`config.mk`:
```
export PLATFORM = sky130hd
export DESIGN_NAME = idu_decode_queue
export DESIGN_NICKNAME = d
export VERILOG_FILES = /design/src/rtl/idu_decode_queue.sv
export SDC_FILE = /design/constraint.sdc
export NUM_CORES = 1
export LEC_CHECK = 0
export CAP_MARGIN = 0
export CORE_ASPECT_RATIO = 0.7
export CORE_UTILIZATION = 39
export CTS_CLUSTER_SIZE = 8
export DETAILED_ROUTE_END_ITERATION = 10
export SLEW_MARGIN = 20
export SYNTH_ARGS = -nofsm -noshare
export SYNTH_HDL_FRONTEND = slang
export SYNTH_SLANG_ARGS = --single-unit
```
`constraint.sdc`:
```
create_clock -name clk -period 7.8 [get_ports clk]
set_input_delay 1.56 -clock clk [delete_from_list [all_inputs] [get_ports clk]]
set_output_delay 1.56 -clock clk [all_outputs]
set_load 0.01 [all_outputs]
```
`src/rtl/idu_decode_queue.sv`:
```
// Decode stage: decodes each accepted RV32/RV64 instruction and queues the bundle in a DEPTH-entry FIFO.
// Optional IDU_PERF_CNT_EN adds perf_decoded/perf_stall event counters.
module idu_decode_queue #(
  parameter int XLEN  = 32,
  parameter int DEPTH = 2
) (
  input  logic            clk,
  input  logic            rst,
  input  logic            flush,
  input  logic            in_valid,
  output logic            in_ready,
  input  logic [31:0]     in_inst,
  input  logic [XLEN-1:0] in_pc,
  output logic            out_valid,
  input  logic            out_ready,
  output logic [XLEN-1:0] out_pc,
  output logic [31:0]     out_inst,
  output logic [4:0]      out_rd,
  output logic [4:0]      out_rs1,
  output logic [4:0]      out_rs2,
  output logic [2:0]      out_funct3,
  output logic [6:0]      out_funct7,
  output logic [6:0]      out_opcode,
  output logic [XLEN-1:0] out_imm,
  output logic [2:0]      out_imm_type,
  output logic            out_rd_wen,
  output logic            out_illegal
`ifdef IDU_PERF_CNT_EN
  ,
  output logic [63:0]     perf_decoded,
  output logic [63:0]     perf_stall
`endif
);

  localparam int AW = $clog2(DEPTH);
  localparam logic [AW:0] FULL_CNT = (AW+1)'(DEPTH);

  typedef enum logic [2:0] {
    IMM_NONE = 3'd0,
    IMM_I    = 3'd1,
    IMM_S    = 3'd2,
    IMM_B    = 3'd3,
    IMM_U    = 3'd4,
    IMM_J    = 3'd5
  } imm_type_e;

  imm_type_e   dec_type;
  logic        dec_ill;
  logic        dec_wr_rd;
  logic        dec_wen;
  logic [31:0] dec_imm32;
  logic [XLEN-1:0] dec_imm;

  always_comb begin
    dec_type  = IMM_NONE;
    dec_wr_rd = 1'b0;
    dec_ill   = 1'b0;
    case (in_inst[6:0])
      7'b0110111, 7'b0010111: begin dec_type = IMM_U; dec_wr_rd = 1'b1; end
      7'b1101111:             begin dec_type = IMM_J; dec_wr_rd = 1'b1; end
      7'b1100111, 7'b0000011,
      7'b0010011:             begin dec_type = IMM_I; dec_wr_rd = 1'b1; end
      7'b1110011:             dec_type = IMM_I;
      7'b0100011:             dec_type = IMM_S;
      7'b1100011:             dec_type = IMM_B;
      7'b0110011:             dec_wr_rd = 1'b1;
      7'b0011011: begin
        if (XLEN == 64) begin dec_type = IMM_I; dec_wr_rd = 1'b1; end
        else dec_ill = 1'b1;
      end
      7'b0111011: begin
        if (XLEN == 64) dec_wr_rd = 1'b1;
        else dec_ill = 1'b1;
      end
      default: dec_ill = 1'b1;
    endcase
    if (in_inst[1:0] != 2'b11) dec_ill = 1'b1;
    if (dec_ill) begin
      dec_type  = IMM_NONE;
      dec_wr_rd = 1'b0;
    end

    // Every format fits a 32-bit sign-extended value; widening to XLEN re-extends bit 31.
    case (dec_type)
      IMM_I:   dec_imm32 = {{20{in_inst[31]}}, in_inst[31:20]};
      IMM_S:   dec_imm32 = {{20{in_inst[31]}}, in_inst[31:25], in_inst[11:7]};
      IMM_B:   dec_imm32 = {{19{in_inst[31]}}, in_inst[31], in_inst[7], in_inst[30:25],
                            in_inst[11:8], 1'b0};
      IMM_U:   dec_imm32 = {in_inst[31:12], 12'b0};
      IMM_J:   dec_imm32 = {{11{in_inst[31]}}, in_inst[31], in_inst[19:12], in_inst[20],
                            in_inst[30:21], 1'b0};
      default: dec_imm32 = '0;
    endcase
    dec_imm = XLEN'(signed'(dec_imm32));
    dec_wen = dec_wr_rd && (in_inst[11:7] != 5'd0);
  end

  logic [XLEN-1:0] mem_pc   [DEPTH];
  logic [31:0]     mem_inst [DEPTH];
  logic [XLEN-1:0] mem_imm  [DEPTH];
  logic [2:0]      mem_type [DEPTH];
  logic            mem_wen  [DEPTH];
  logic            mem_ill  [DEPTH];

  logic [AW-1:0] wr_ptr, rd_ptr;
  logic [AW:0]   count;
  logic          push, pop;

  assign in_ready  = (count != FULL_CNT);
  assign out_valid = (count != '0);
  assign push      = in_valid && in_ready;
  assign pop       = out_valid && out_ready;

  always_ff @(posedge clk or posedge rst) begin
    if (rst) begin
      wr_ptr <= '0;
      rd_ptr <= '0;
      count  <= '0;
      for (int unsigned i = 0; i < DEPTH; i++) begin
        mem_pc[i]   <= '0;
        mem_inst[i] <= '0;
        mem_imm[i]  <= '0;
        mem_type[i] <= '0;
        mem_wen[i]  <= 1'b0;
        mem_ill[i]  <= 1'b0;
      end
    end else if (flush) begin
      wr_ptr <= '0;
      rd_ptr <= '0;
      count  <= '0;
    end else begin
      if (push) begin
        mem_pc[wr_ptr]   <= in_pc;
        mem_inst[wr_ptr] <= in_inst;
        mem_imm[wr_ptr]  <= dec_imm;
        mem_type[wr_ptr] <= dec_type;
        mem_wen[wr_ptr]  <= dec_wen;
        mem_ill[wr_ptr]  <= dec_ill;
        wr_ptr <= wr_ptr + 1'b1;
      end
      if (pop) rd_ptr <= rd_ptr + 1'b1;
      if (push && !pop)      count <= count + 1'b1;
      else if (pop && !push) count <= count - 1'b1;
    end
  end

  assign out_pc       = mem_pc[rd_ptr];
  assign out_inst     = mem_inst[rd_ptr];
  assign out_imm      = mem_imm[rd_ptr];
  assign out_imm_type = mem_type[rd_ptr];
  assign out_rd_wen   = mem_wen[rd_ptr];
  assign out_illegal  = mem_ill[rd_ptr];
  assign out_rd       = out_inst[11:7];
  assign out_rs1      = out_inst[19:15];
  assign out_rs2      = out_inst[24:20];
  assign out_funct3   = out_inst[14:12];
  assign out_funct7   = out_inst[31:25];
  assign out_opcode   = out_inst[6:0];

`ifdef IDU_PERF_CNT_EN
  always_ff @(posedge clk or posedge rst) begin
    if (rst) begin
      perf_decoded <= '0;
      perf_stall   <= '0;
    end else begin
      if (push) perf_decoded <= perf_decoded + 64'd1;
      if (in_valid && !in_ready) perf_stall <= perf_stall + 64'd1;
    end
  end
`endif

endmodule
```
==> impl_metrics.json, run 1 <==
{
  "cts.reportedPaths.clkPinSlew_ns": 0.05,
  "grt_usage_pct": 20.5,
  "nFillCells": 2195,
  "synth_xor_xnor_area_share_pct": 0.275,
  "hold_viol_final": 0,
  "wirelength_microns": 25800,
  "chipHeight_microns": 133,
  "p_total_mw": 3.41,
  "antenna_found_initial": 0,
  "hp-class": "flop to flop",
  "r2r-end": "mem_imm[41]",
  "r2r_setup_slack_ns": 5.28,
  "start_util_pct": 40.0,
  "top_layer": "met4",
  "ys_seq_area_share_pct": 54.0,
  "synth_top_family_by_area": "simple AND/OR/NAND/NOR gates",
  "synthSimpleGateAreaFrac_pct": 21.4,
  "syn_area_sq_mm": 0.00954,
  "yosysTopAreaCell": "dfrtp_1",
  "holdWs_ns": 0.466,
  "fin_crit_ns": 4.72,
  "dp_hpwl_microns": 16300,
  "numCtsBuffers": 29,
  "postCtsHoldBufs": 0,
  "grt_pass1_vias": 7159,
  "crit_type": "flop to output port",
  "crit_required_ns": 6.24,
  "synth_top_area_share_pct": 54.0,
  "routed-wl-met3_microns": 1400,
  "synth_area_leaders": "dfrtp_1 54%, nand2_1 17%, mux2_2 12%, buf_4 2.9%, a21oi_1 2.6%",
  "syn_area_per_cell_sq_um": 9.41,
  "clk_latency_ns": 0.51,
  "finClkSkew_ns": 0.00721,
  "cts_tree": "yes",
  "crit_path_end": "out_rd[2]",
  "peakVddDrop_uv": 151,
  "startpoint": "rd_ptr",
  "num_vias": 7353,
  "clockBufferDepth": 3,
  "async_reset_ff_share_pct": 100,
  "setup_viol": 0,
  "pwr-share-comb_pct": 26.2,
  "slew_violations": 0,
  "wl_per_cell_microns": 17.4,
  "critical_path_arrival_ns": 3.16,
  "clockPowerShare_pct": 31.5,
  "port_buffers": 203,
  "synthAdderAreaFrac_pct": 0,
  "postCtsSetupBuffers": 0,
  "wl_met2_microns": 10600,
  "drv_cap": 0,
  "cts_max_level": 1,
  "final_cells": 1484,
  "nNetsFinal": 1235,
  "p_leak_nw": 5.75,
  "maxSlewHeadroom_pct": 29.6,
  "rsz0062_at_grt": "false",
  "tns_ns": 0,
  "multi_input_area_sq_mm": 0.00385,
  "setup_ws_ns": 3.08,
  "synthMuxAreaShare_pct": 12.2,
  "syn-num-nets": 1083,
  "dpl_cell_area_sq_mm": 0.0115,
  "ff_latch_area_sq_mm": 0.00516,
  "reg2regPathDepth": 6,
  "ios": 204,
  "place_congestion": 0.772,
  "critPathMaxFanout": 55,
  "diodes": 0,
  "cts-resized-gates": 0,
  "post-route-drc-count": 0,
  "cellPowerDensity_mw_per_mm2": 278,
  "syn_to_final_growth_pct": 28.6,
  "drtPass1Iterations": 5,
  "r2r_start": "count[0]",
  "endpoint_kind": "output port",
  "rows": 47,
  "p_switching_mw": 0.963,
  "viasPerCell": 4.95,
  "p_int_mw": 2.45,
  "ys_types": 49,
  "grt_max_degree": 91,
  "place_ws_ns": 3.52,
  "ys_warn_count": 0,
  "fmax_mhz": 212,
  "grt_pass1_wl_microns": 40700,
  "p_seq_share_pct": 42.3,
  "startpoint_type": "flop",
  "die_w_microns": 189,
  "synth_top_flop_cell": "dfrtp_1",
  "grt-ovfl-total": 0,
  "p_sw_share_pct": 28.2,
  "synthCells": 1014,
  "drive_above_1_share_pct": 13.7,
  "cts-root-buf": "clkbuf_16",
  "outcome": "finished clean",
  "worst_pin_slew_ns": 1.06,
  "synth.most_common_cell": "nand2_1",
  "die_area_sq_mm": 0.0251,
  "coreArea_sq_mm": 0.0238,
  "wl_met1_microns": 13500,
  "synth_edf_count": 0,
  "ys_seq_elements": 206,
  "dp.cells": 1453,
  "min_period_over_period_pct": 60.5,
  "final_cell_area_sq_mm": 0.0123,
  "drt_iter0_drc": 400,
  "final_core_util_pct": 51.5,
  "ant_nets": 0,
  "synthTopCellsByCount": "430 x nand2_1, 206 x dfrtp_1, 103 x mux2_2, 52 x nor2_1, 50 x a21oi_1",
  "cts.sinks": 206,
  "synth_compound_area_share_pct": 6.35
}
[critical path, cell delays in order (launching register included)]
cell and delay (ns):
dfrtp_4 0.88, buf_4 0.74, mux2_2 0.45, clkdlybuf4s50_1 0.48
[worst min path at each step]
| stage | start | slack [ns] | cells after the start | endpoint |
|---|---|---|---|---|
| after floorplan | mem_inst[0] | 0.44 | 2 | mem_inst[0] |
| after global placement | mem_pc[26] | 0.45 | 2 | mem_pc[26] |
| after detailed placement | mem_pc[22] | 0.46 | 2 | mem_pc[22] |
| after CTS | mem_pc[22] | 0.47 | 2 | mem_pc[22] |
| after global routing | mem_inst[31] | 0.48 | 2 | mem_inst[31] |
| final | mem_pc[22] | 0.47 | 2 | mem_pc[22] |
[flip-flops by register name (all words and copies together), names as in the netlist]
register	count
mem_imm	64
mem_ill	2
mem_inst	64
mem_wen	2
mem_type	6
wr_ptr	1
count	2
mem_pc	64
rd_ptr	1
[area by class of cell]
class | instances | share of cell area [%]
flip-flops and latches | 206 | 42.1
multi-input cells | 715 | 31.4
repair buffers | 212 | 17.1
clock buffers | 31 | 6.06
well taps | 318 | 3.24
inverters | 2 | 0.122
[layer usage]
metal / track usage, % / up-vias
met2: 28.1 / 207
met4: 3.54 / 0
li1: - / 3541
met1: 33.3 / 3572
met3: 3.63 / 33
met5: 0 / -
[logic make-up after synthesis]
kind of cell / Yosys count
compound gates: 97
buf+inv: 93
flops: 206
mux: 103
simple gates: 512
xor+xnor: 3
[placed cells by master, fill, tap and decap left out, drive strengths merged, types with 2 or more instances in the layout]
| cell | synthesis | final |
|---|---|---|
| nor4 | 2 | 2 |
| nand4b | 3 | 3 |
| nor3b | 2 | 2 |
| nor3 | 3 | 3 |
| clkbuf | 22 | 31 |
| nor2 | 53 | 53 |
| nand2b | 2 | 2 |
| dfrtp | 206 | 206 |
| clkdlybuf4s50 | 0 | 203 |
| and3 | 4 | 4 |
| a21oi | 52 | 52 |
| nand2 | 431 | 431 |
| a221oi | 2 | 2 |
| a22o | 13 | 13 |
| mux2 | 103 | 103 |
| o21ai | 20 | 20 |
| inv | 2 | 2 |
| buf | 69 | 9 |
| xor2 | 2 | 2 |
| nor2b | 3 | 3 |
| or2b | 2 | 2 |
[power groups by stage]
stage / Clock [mW] / Sequential, mW / Combinational (mW)
floorplan: 0 / 1.40 / 0.546
finish: 1.08 / 1.45 / 0.893
CTS: 1.10 / 1.44 / 0.905
global placement: 0 / 1.46 / 0.884
detailed placement: 0 / 1.46 / 0.898
global route: 1.15 / 1.47 / 0.982
Note: power is estimated with default switching activity, not from simulation.
==> inputs of run 2 (changes only) <==
==> constraint.sdc (replaced) <==
create_clock -name clk -period 4.8 [get_ports clk]
set_input_delay 0.96 -clock clk [delete_from_list [all_inputs] [get_ports clk]]
set_output_delay 0.96 -clock clk [all_outputs]
set_load 0.01 [all_outputs]
==> impl_metrics.json, run 2 (same netlist as run 1, synthesis figures left out) <==
{
  "outcome": "finished clean",
  "die_w_microns": 189,
  "worst_pin_slew_ns": 0.845,
  "nNetsFinal": 1239,
  "hp-class": "flop to flop",
  "slew_violations": 0,
  "reg.largest.list": "mem_imm (64), mem_inst (64), mem_pc (64)",
  "crit_type": "flop to output port",
  "clockPowerShare_pct": 31.7,
  "r2r_setup_slack_ns": 2.54,
  "hold_viol_final": 0,
  "worstPathCellList": "buf_4, mux2_2, clkdlybuf4s50_1",
  "setup_ws_ns": 1.15,
  "viasPerCell": 4.91,
  "critical_path_arrival_ns": 2.69,
  "crit_required_ns": 3.84,
  "cts-resized-gates": 0,
  "postCtsSetupBuffers": 0,
  "num_vias": 7310,
  "min_period_over_period_pct": 76.1,
  "ant_nets": 0,
  "cts-root-buf": "clkbuf_16",
  "p_switching_mw": 1.57,
  "grt_pass1_wl_microns": 40100,
  "pwr-share-comb_pct": 26.6,
  "drive_above_1_share_pct": 13.9,
  "place_congestion": 0.775,
  "clk_latency_ns": 0.53,
  "grt_usage_pct": 20.2,
  "dp_hpwl_microns": 16000,
  "p_leak_nw": 5.77,
  "post-route-drc-count": 0,
  "cellPowerDensity_mw_per_mm2": 451,
  "dpl_cell_area_sq_mm": 0.0116,
  "cts_max_level": 1,
  "grt_max_degree": 113,
  "antenna_found_initial": 0,
  "nFillCells": 2234,
  "wl_per_cell_microns": 16.9,
  "ios": 204,
  "startpoint_type": "flop",
  "multi_input_area_sq_mm": 0.00385,
  "cts_tree": "yes",
  "grt_pass1_vias": 7270,
  "diodes": 0,
  "final_cell_mix": "430 x nand2_1, 205 x dfrtp_1, 203 x clkdlybuf4s50_1",
  "slowest_stage": "dfrtp_4",
  "syn_to_final_growth_pct": 29.2,
  "postCtsHoldBufs": 0,
  "drtPass1Iterations": 4,
  "p_sw_share_pct": 28.2,
  "finClkSkew_ns": 0.00577,
  "rsz0062_at_grt": "false",
  "drv_cap": 0,
  "setup_viol": 0,
  "die_area_sq_mm": 0.0251,
  "fin_crit_ns": 3.65,
  "p_seq_share_pct": 41.7,
  "grt-ovfl-total": 0,
  "endpoint_kind": "output port",
  "cp_slowest_stage_delay_ns": 0.73,
  "drt_iter0_drc": 491,
  "layout_commonest_cell": "nand2_1",
  "maxSlewHeadroom_pct": 43.5,
  "clockBufferDepth": 3,
  "path_buf_inv": 2,
  "final_cell_area_sq_mm": 0.0123,
  "place_ws_ns": 1.48,
  "rows": 47,
  "cts.sinks": 206,
  "wirelength_microns": 25200,
  "p_int_mw": 3.99,
  "tns_ns": 0,
  "ff_latch_area_sq_mm": 0.00516,
  "crit_family": "buffers and inverters",
  "start_util_pct": 40.0,
  "port_buffers": 203,
  "fmax_mhz": 274,
  "coreArea_sq_mm": 0.0238,
  "numCtsBuffers": 29,
  "chipHeight_microns": 133,
  "cts.reportedPaths.clkPinSlew_ns": 0.05,
  "peakVddDrop_uv": 264,
  "critPathMaxFanout": 31
}
==> run 2: cell count changes in the layout (fill, tap and decap cells not counted) <==
cell	before	now
a21oi_1	49	50
a21oi_2	3	2
buf_12	0	3
buf_4	9	10
clkinvlp_4	0	1
inv_8	1	0
==> run 2: worst min-delay path, stage by stage, from the launching register on <==
cell	delay (ns)
dfrtp_1	0.33
nand2_1	0.05
nand2_1	0.05
==> run 2: final cells by class <==
cell class,instances,share of cell area [%]
Sequential cell,206,41.9
Multi-Input combinational cell,715,31.2
Tap cell,318,3.23
Clock buffer,31,6.03
Inverter,2,0.0914
Timing Repair Buffer,216,17.6
==> run 2: power groups by stage <==
stage / logic [mW] / registers [mW] / clock network (mW)
global route: 1.62 / 2.37 / 1.89
detailed placement: 1.49 / 2.34 / 0
global placement: 1.47 / 2.33 / 0
CTS: 1.50 / 2.32 / 1.81
floorplan: 0.888 / 2.28 / 0
finish: 1.48 / 2.32 / 1.76
==> run 2: worst paths after layout <==
path / from / to / cells after the start
max: rd_ptr / out_imm[3] / 3
min: mem_pc[38] / mem_pc[38] / 2
max reg2reg: count[1] / mem_imm[61] / 5
min reg2reg: mem_pc[38] / mem_pc[38] / 2
max in group asynchronous: rst / mem_inst[62] / 3
min in group asynchronous: rst / mem_inst[35] / 2
==> run 2: per-stage QoR <==
| step | hold WS, ns | utilization, % | power, mW | std cells |
|---|---|---|---|---|
| after floorplan | 0.440 | - | 3.17 | 1014 |
| after global routing | 0.481 | 51.7 | 5.87 | 1488 |
| after CTS | 0.469 | 51.7 | 5.62 | 1488 |
| final | 0.464 | 51.7 | 5.56 | 1488 |
| after global placement | 0.451 | 48.6 | 3.80 | 1457 |
| after detailed placement | 0.457 | 48.6 | 3.83 | 1457 |
==> run 2: per-layer routing <==
metal | GRT usage, % | vias up | routed length, microns
met4 | 3.81 | 0 | 340
met1 | 31.9 | 3511 | 12800
met2 | 28.6 | 223 | 10600
li1 | - | 3545 | -
met3 | 3.50 | 31 | 1410
met5 | 0 | - | 0
==> inputs of run 3 (changes only) <==
==> constraint.sdc (replaced) <==
create_clock -name clk -period 3.45 [get_ports clk]
set_input_delay 0.69 -clock clk [delete_from_list [all_inputs] [get_ports clk]]
set_output_delay 0.69 -clock clk [all_outputs]
set_load 0.01 [all_outputs]
==> impl_metrics.json, run 3 (same netlist as run 1, synthesis figures left out) <==
{
  "hold_viol_final": 0,
  "cts.sinks": 206,
  "layout_commonest_cell": "nand2_1",
  "antenna_found_initial": 0,
  "p_leak_nw": 5.82,
  "worstPathCellList": "buf_12, mux2_2, clkdlybuf4s50_1",
  "critPathMaxFanout": 45,
  "place_congestion": 0.771,
  "startpoint_type": "flop",
  "critical_path_arrival_ns": 2.44,
  "cp_slowest_stage_delay_ns": 0.66,
  "diodes": 0,
  "hp-class": "flop to flop",
  "chipHeight_microns": 133,
  "cts.reportedPaths.clkPinSlew_ns": 0.05,
  "slew_violations": 0,
  "wl_per_cell_microns": 16.9,
  "rsz0062_at_grt": "false",
  "syn_to_final_growth_pct": 30.1,
  "final_cell_area_sq_mm": 0.0124,
  "outcome": "finished clean",
  "postCtsSetupBuffers": 0,
  "start_util_pct": 40.0,
  "crit_required_ns": 2.76,
  "finClkSkew_ns": 0.00511,
  "port_buffers": 203,
  "ant_nets": 0,
  "num_vias": 7326,
  "cellPowerDensity_mw_per_mm2": 623,
  "cts-root-buf": "clkbuf_16",
  "rows": 47,
  "drv_cap": 0,
  "grt_pass1_vias": 7117,
  "cts_tree": "yes",
  "grt_pass1_wl_microns": 40400,
  "crit_type": "flop to output port",
  "coreArea_sq_mm": 0.0238,
  "holdWs_ns": 0.465,
  "dp_hpwl_microns": 16200,
  "die_w_microns": 189,
  "peakVddDrop_uv": 351,
  "postCtsHoldBufs": 0,
  "viasPerCell": 4.90,
  "die_area_sq_mm": 0.0251,
  "maxSlewHeadroom_pct": 57.2,
  "cts_max_level": 1,
  "drive_above_1_share_pct": 14.4,
  "wirelength_microns": 25200,
  "grt_max_degree": 109,
  "endpoint_kind": "output port",
  "worst_pin_slew_ns": 0.642,
  "min_period_over_period_pct": 90.7,
  "clk_latency_ns": 0.52,
  "setup_viol": 0,
  "final_cell_mix": "430 x nand2_1, 205 x dfrtp_1, 203 x clkdlybuf4s50_1",
  "post-route-drc-count": 0,
  "reg.largest.list": "mem_imm (64), mem_inst (64), mem_pc (64)",
  "dpl_cell_area_sq_mm": 0.0117,
  "drt_iter0_drc": 512,
  "drtPass1Iterations": 5,
  "ios": 204,
  "fin_crit_ns": 3.13,
  "nNetsFinal": 1245,
  "slowest_stage": "dfrtp_4",
  "clockBufferDepth": 3,
  "grt-ovfl-total": 0,
  "fmax_mhz": 319,
  "tns_ns": 0,
  "cts-resized-gates": 0,
  "numCtsBuffers": 29,
  "grt_usage_pct": 20.3
}
[run 3: power breakdown]
group,switching (mW),internal [mW],total [mW]
clock,0.956,1.48,2.44
combinational,0.943,1.13,2.07
sequential,0.273,2.95,3.22
[run 3: final cells by class]
class	count	area, sq um
multi-input cells	715	3850
clock buffers	31	743
repair buffers	222	2250
flip-flops and latches	206	5160
fillers	2198	11400
inverters	2	11.3
well taps	318	398
[run 3: final timing paths]
kind                             from           end  slack [ns]  depth (start not counted)
max in group asynchronous         rst        rd_ptr        2.17                          3
setup reg to reg             count[1]   mem_imm[37]        1.39                          5
setup / recovery               rd_ptr   out_imm[26]        0.32                          3
min in group asynchronous         rst  mem_inst[11]        0.68                          3
hold reg to reg            mem_pc[36]    mem_pc[36]        0.46                          2
hold / removal             mem_pc[36]    mem_pc[36]        0.46                          2
[run 3: stage by stage]
step                      power, mW  worst slack [ns]  std cells  utilization [%]
after floorplan                4.40            0.0877       1014                -
after global placement         5.31             0.687       1463             49.0
after detailed placement       5.34             0.693       1463             49.0
after CTS                      7.83             0.284       1494             52.1
after global routing           8.17             0.231       1494             52.1
final                          7.73             0.320       1494             52.1
[run 3: critical path, delay by kind of cell, from the launching register on]
kind | cells | cell delay (ns)
buffers and inverters | 2 | 0.81
flip-flops | 1 | 0.66
multiplexers | 1 | 0.42
[run 3: metal layers]
| layer | part of all wire (%) | global-route usage [%] |
|---|---|---|
| met2 | 42 | 29.1 |
| met3 | 6.0 | 3.55 |
| met5 | 0 | 0 |
| met1 | 50 | 31.9 |
| met4 | 1.1 | 3.49 |
